--- src/rtl/div_pkg.sv ---
// ============================================================================
//  Module      : div_pkg
//  Description : Shared defaults, FSM state type and counter sizing for the
//                sequential restoring divider.
//  Revision    : 1.0 - initial release
// ============================================================================
`default_nettype none

package div_pkg;

    localparam int DIVIDEND_W_DEF = 32;
    localparam int DIVISOR_W_DEF  = 16;

    // Iteration counter must be able to hold the value DIVIDEND_W itself
    function automatic int cnt_width(input int w);
        return $clog2(w + 1);
    endfunction

    localparam int CNT_W_DEF = $clog2(DIVIDEND_W_DEF + 1);

    typedef enum logic [1:0] {
        ST_IDLE = 2'd0,
        ST_RUN  = 2'd1,
        ST_DONE = 2'd2
    } state_t;

endpackage

`default_nettype wire

--- src/rtl/div_step.sv ---
// ============================================================================
//  Module      : div_step
//  Description : One combinational radix-2 restoring division iteration.
//                Shifts the partial remainder left, brings in the next
//                dividend bit and subtracts the divisor when it fits.
//  Revision    : 1.0 - initial release
// ============================================================================
`default_nettype none

module div_step #(
    parameter int DIVISOR_W = 16
) (
    input  logic [DIVISOR_W:0]   i_prem,
    input  logic                 i_bit,
    input  logic [DIVISOR_W-1:0] i_divisor,
    output logic [DIVISOR_W:0]   o_prem,
    output logic                 o_qbit
);

    logic [DIVISOR_W+1:0] w_shift;
    logic [DIVISOR_W:0]   w_diff;
    logic                 w_take;

    // Compare on the full shifted value so a zero divisor (where the partial
    // remainder can grow into its top bit) still behaves consistently.
    always_comb begin
        w_shift = {i_prem, i_bit};
        w_take  = (w_shift >= {2'b00, i_divisor});
        w_diff  = w_shift[DIVISOR_W:0] - {1'b0, i_divisor};
        o_qbit  = w_take;
        o_prem  = w_take ? w_diff : w_shift[DIVISOR_W:0];
    end

endmodule

`default_nettype wire

--- src/rtl/seq_divider.sv ---
// ============================================================================
//  Module      : seq_divider
//  Description : Sequential unsigned restoring divider, one quotient bit per
//                clock. IDLE -> RUN (DIVIDEND_W steps) -> DONE -> IDLE.
//                Optional macro SEQ_DIVIDER_DIVZERO_EN: a zero divisor is
//                short-circuited to DONE and flagged on div_by_zero.
//  Revision    : 1.0 - initial release
// ============================================================================
`default_nettype none

module seq_divider
    import div_pkg::*;
#(
    parameter int DIVIDEND_W = DIVIDEND_W_DEF,
    parameter int DIVISOR_W  = DIVISOR_W_DEF
) (
    input  logic                  clk,
    input  logic                  rst,
    input  logic                  start,
    input  logic [DIVIDEND_W-1:0] dividend,
    input  logic [DIVISOR_W-1:0]  divisor,
    output logic [DIVIDEND_W-1:0] quotient,
    output logic [DIVISOR_W-1:0]  remainder,
    output logic                  done,
    output logic                  busy,
    output logic                  div_by_zero
);

    localparam int CNT_W = cnt_width(DIVIDEND_W);
    localparam logic [CNT_W-1:0] c_LAST = CNT_W'(DIVIDEND_W);

    state_t                  r_state;
    state_t                  w_state_next;
    logic [DIVIDEND_W-1:0]   r_dvd;      // dividend shifting out, quotient shifting in
    logic [DIVISOR_W-1:0]    r_dvs;
    logic [DIVISOR_W:0]      r_prem;
    logic [CNT_W-1:0]        r_cnt;
    logic [DIVIDEND_W-1:0]   r_quot;
    logic [DIVISOR_W-1:0]    r_rem;
    logic                    r_dbz;
    logic [DIVISOR_W:0]      w_prem_next;
    logic                    w_qbit;
    logic                    w_zero_dvs;

    assign w_zero_dvs = (r_dvs == '0);

    div_step #(
        .DIVISOR_W (DIVISOR_W)
    ) u_step (
        .i_prem    (r_prem),
        .i_bit     (r_dvd[DIVIDEND_W-1]),
        .i_divisor (r_dvs),
        .o_prem    (w_prem_next),
        .o_qbit    (w_qbit)
    );

    // State register
    always_ff @(posedge clk or posedge rst) begin
        if (rst) begin
            r_state <= ST_IDLE;
        end else begin
            r_state <= w_state_next;
        end
    end

    // Next-state logic; RUN steps while the counter is below DIVIDEND_W and
    // leaves on the cycle the counter reaches it, so results come from registers
    always_comb begin
        w_state_next = r_state;
        case (r_state)
            ST_IDLE: if (start) w_state_next = ST_RUN;
            ST_RUN: begin
`ifdef SEQ_DIVIDER_DIVZERO_EN
                if (w_zero_dvs) w_state_next = ST_DONE;
                else
`endif
                if (r_cnt == c_LAST) w_state_next = ST_DONE;
            end
            ST_DONE: w_state_next = ST_IDLE;
            default: w_state_next = ST_IDLE;
        endcase
    end

    // Status outputs decoded from state
    always_comb begin
        done = 1'b0;
        busy = 1'b0;
        case (r_state)
            ST_RUN:  busy = 1'b1;
            ST_DONE: begin
                busy = 1'b1;
                done = 1'b1;
            end
            default: begin
                busy = 1'b0;
                done = 1'b0;
            end
        endcase
    end

    // Datapath: operand capture, iteration, and result latch on DONE entry
    always_ff @(posedge clk or posedge rst) begin
        if (rst) begin
            r_dvd  <= '0;
            r_dvs  <= '0;
            r_prem <= '0;
            r_cnt  <= '0;
            r_quot <= '0;
            r_rem  <= '0;
            r_dbz  <= 1'b0;
        end else begin
            case (r_state)
                ST_IDLE: begin
                    if (start) begin
                        r_dvd  <= dividend;
                        r_dvs  <= divisor;
                        r_prem <= '0;
                        r_cnt  <= '0;
                    end
                end
                ST_RUN: begin
`ifdef SEQ_DIVIDER_DIVZERO_EN
                    if (w_zero_dvs) begin
                        r_quot <= '1;
                        r_rem  <= r_dvd[DIVISOR_W-1:0];
                        r_dbz  <= 1'b1;
                    end else
`endif
                    if (r_cnt == c_LAST) begin
                        r_quot <= r_dvd;
                        r_rem  <= r_prem[DIVISOR_W-1:0];
                        r_dbz  <= 1'b0;
                    end else begin
                        r_dvd  <= {r_dvd[DIVIDEND_W-2:0], w_qbit};
                        r_prem <= w_prem_next;
                        r_cnt  <= r_cnt + CNT_W'(1);
                    end
                end
                default: begin
                    r_cnt <= r_cnt;
                end
            endcase
        end
    end

    assign quotient  = r_quot;
    assign remainder = r_rem;

`ifdef SEQ_DIVIDER_DIVZERO_EN
    assign div_by_zero = r_dbz;
`else
    // Flag register is kept for reset symmetry but never reaches the port
    assign div_by_zero = 1'b0 & r_dbz;
`endif

endmodule

`default_nettype wire

--- config.mk ---
export PLATFORM = sky130hd
export DESIGN_NAME = seq_divider
export DESIGN_NICKNAME = d
export VERILOG_FILES = /design/src/rtl/div_pkg.sv /design/src/rtl/div_step.sv /design/src/rtl/seq_divider.sv
export SDC_FILE = /design/constraint.sdc
export NUM_CORES = 1
export LEC_CHECK = 0
export CAP_MARGIN = 20
export CORE_ASPECT_RATIO = 0.6
export CORE_MARGIN = 4
export CORE_UTILIZATION = 57
export CTS_CLUSTER_SIZE = 8
export DETAILED_ROUTE_END_ITERATION = 6
export PLACE_DENSITY = 0.85
export SETUP_SLACK_MARGIN = 0.5
export SYNTH_ARGS = -nofsm -noshare
export SYNTH_HDL_FRONTEND = slang
export SYNTH_SLANG_ARGS = --single-unit
--- constraint.sdc ---
create_clock -name clk -period 9.5 [get_ports clk]
set_input_delay 0.95 -clock clk [delete_from_list [all_inputs] [get_ports clk]]
set_output_delay 0.95 -clock clk [all_outputs]
set_load 0.005 [all_outputs]
==> flow_metrics.tcl <==
set metrics [dict create \
    remaining_drc_errors 0 \
    r2r-start "r_state[0]" \
    post-dp-hpwl_um 9490 \
    clk_path_buf_depth 2 \
    drv_cap 0 \
    yosys.cell_types.count 50 \
    synthCells 521 \
    maxSlewViolCount 0 \
    p_sw_frac 0.393 \
    fillCellCount 622 \
    period_minus_slack_ns 3.36 \
    setup_ws_ns 6.14 \
    cts_inserted_buffers 17 \
    postCtsSetupBuffers 0 \
    fin_area_mm2 0.00762 \
    antenna_left 0 \
    ctsResizeCount 0 \
    hold_slack_ns 0.483 \
    place_ws_ns 5.81 \
    crit_required_ns 9.79 \
    die_x_um 139 \
    syn_nets 595 \
    switchingPower_uw 994 \
    row_count 28 \
    power_frac_clock 0.260 \
    min_path_type "reg -> reg" \
    dieArea_mm2 0.0120 \
    place_congestion 0.895 \
    worstPathMaxFanout 52 \
    combinationalPowerShare 0.427 \
    fp.coreArea_mm2 0.00995 \
    ff2ff_setup_slack_ns 6.43 \
    htreeDepth 4 \
    grt_overflow 0 \
    worstSkewPairLatency_ns 0.42 \
    async_flop_share 1.00 \
    regToRegEndpoint "r_dvd[20]" \
    syn-cell-area_mm2 0.00587 \
    drtIter0Drc 356 \
    totalWireLength_um 14000 \
    area_delta_synth_final_pct 30.0 \
    rsz0062_at_grt "false" \
    yosys_most_used_dff "dfrtp_1" \
    fin_tns_setup_ns 0 \
    yosysWarnings 0 \
    cts_sinks 121 \
    synth_edf_count 0 \
    worstSetupPathType "in -> reg" \
    via_per_inst 5.70 \
    die_height_um 86.6 \
    cts_tree "done" \
    ctsHoldBuffers 0 \
    status "complete, no violations" \
    crit_path_end_kind "flip-flop" \
    start_util 0.590 \
    finalCritPeriodShare 0.353 \
    p_int_mw 1.54 \
    drive_gt1_frac 0.176 \
    worstPathArrival_ns 3.64 \
    worstHoldStart "quotient[31]" \
    min_path_cells 2 \
    grt_usage 0.245 \
    cp_slowest_cell "clkdlybuf4s50_1" \
    setup_viol 0 \
    ys_ff_latch 121 \
    avgSynthCellArea_um2 11.3 \
    grt_pass1_vias 4515 \
    antenna_found_initial 0 \
    finalHoldViolCount 0 \
    grt_max_degree 86 \
    path_cells "clkdlybuf4s50_1, nand2_1, o21ai_0, nand2_2, buf_4, a222oi_1, inv_1" \
    placed_cells 738 \
    fmax_ghz 0.298 \
    max-vdd-ir-drop_v 0.000290 \
    drt_pass1_iterations 5 \
    nets 697 \
    antenna_cells 0 \
    wire_per_inst_um 18.2 \
    placed_area_mm2 0.00699 \
    seqPwrFrac 0.314 \
    cp_slowest_stage_delay_ns 0.52 \
    p_leak_nw 3.61 \
    worstMarginPinSlew_ns 0.941 \
    finClkSkew_ns 0.00975 \
    io_pins 102 \
    clk_root_buffer_cell "clkbuf_16" \
    synth_seq_area_share 0.516 \
    port_buffers 100 \
    maxSlewHeadroom 0.370 \
    cp-start-kind "primary input" \
    holdPathEnd "quotient[31]" \
    via_count 4393 \
    powerDensity_mw_per_mm2 332 \
    reg2reg_depth 8 \
    grt_pass1_wl_um 23100 \
    stdcell_count 771 \
    clk_pin_slew_ns 0.06 \
]
==> flip-flops by register name (all words and copies together), names as in the netlist <==
signal / count
quotient: 32
r_cnt: 6
r_dvd: 32
r_dvs: 16
r_prem: 17
r_state: 2
remainder: 16
==> placed cells by master (no fill, tap or decap), types with 4 or more instances in the layout <==
master,count
dfrtp_1,121
clkdlybuf4s50_1,100
o21ai_1,13
nand3_1,9
xnor2_1,7
o21ai_0,39
a32oi_1,7
xor2_1,9
ha_1,22
nor2_1,13
a222oi_1,7
nand2_1,55
clkinvlp_4,4
nor3_1,4
clkbuf_16,17
nand2_2,4
mux2i_1,32
nor2b_1,4
mux2_2,63
inv_1,31
a21oi_1,14
buf_4,5
==> through the flow <==
stage           util  power, mW
3_5_place_dp   0.702       1.84
4_1_cts        0.764       2.53
2_1_floorplan      -       1.59
5_1_grt        0.766       2.72
3_3_place_gp   0.702       1.78
6_report       0.766       2.53
==> kinds of logic after synthesis <==
logic type      count (synthesis)  synth area share
compound gates                101             0.109
flops                         121             0.516
buf+inv                        55            0.0363
other cells                     1          0.000639
fa+ha+maj                      23            0.0503
mux                            95             0.176
simple gates                  109            0.0885
xor+xnor                       16            0.0239
==> Yosys cell counts (7+ instances only) <==
master / count / area share
clkbuf_1: 16 / 0.010
ha_1: 22 / 0.047
o21ai_0: 39 / 0.033
a32oi_1: 7 / 0.010
dfrtp_1: 121 / 0.52
mux2i_1: 32 / 0.055
xor2_1: 9 / 0.013
a222oi_1: 7 / 0.012
inv_1: 32 / 0.020
nand2_1: 57 / 0.036
xnor2_1: 7 / 0.010
nor2_1: 13 / 0.0083
o21ai_1: 13 / 0.011
a21oi_1: 14 / 0.012
nand3_1: 9 / 0.0077
mux2_2: 63 / 0.12
==> critical path: cells and delay by family <==
kind                   cells  cell delay [ns]
AO/OA/AOI/OAI              2             0.82
AND/OR/NAND/NOR            2             0.86
buffers and inverters      3             1.01
==> final cells by class <==
class	count	area, um2	share of cell area
well taps	135	169	0.0222
inverters	32	123	0.0161
clock inverters	14	170	0.0223
multi-input cells	345	2630	0.345
clock buffers	18	439	0.0576
flip-flops and latches	121	3030	0.397
repair buffers	106	1070	0.140
==> power groups by stage <==
stage	sequential, mW	combinational, mW	clock (mW)
2_1_floorplan	0.750	0.835	0
3_3_place_gp	0.785	0.990	0
3_5_place_dp	0.796	1.05	0
4_1_cts	0.792	1.07	0.663
5_1_grt	0.812	1.21	0.694
6_report	0.794	1.08	0.657
==> per-layer routing <==
metal	wire length (um)	up-vias	GRT usage
met5	0	-	0
met4	237	0	0.0853
met3	854	22	0.0573
met2	6390	155	0.372
met1	6510	2166	0.350
li1	-	2050	-
==> worst max path at each step <==
stage / start / end
floorplan: rst / quotient[0]
global placement: start / r_dvd[20]
detailed placement: start / r_dvd[23]
CTS: start / r_dvd[23]
global route: start / r_dvd[20]
finish: start / r_dvd[20]
Power figures use the tool's default switching activity.
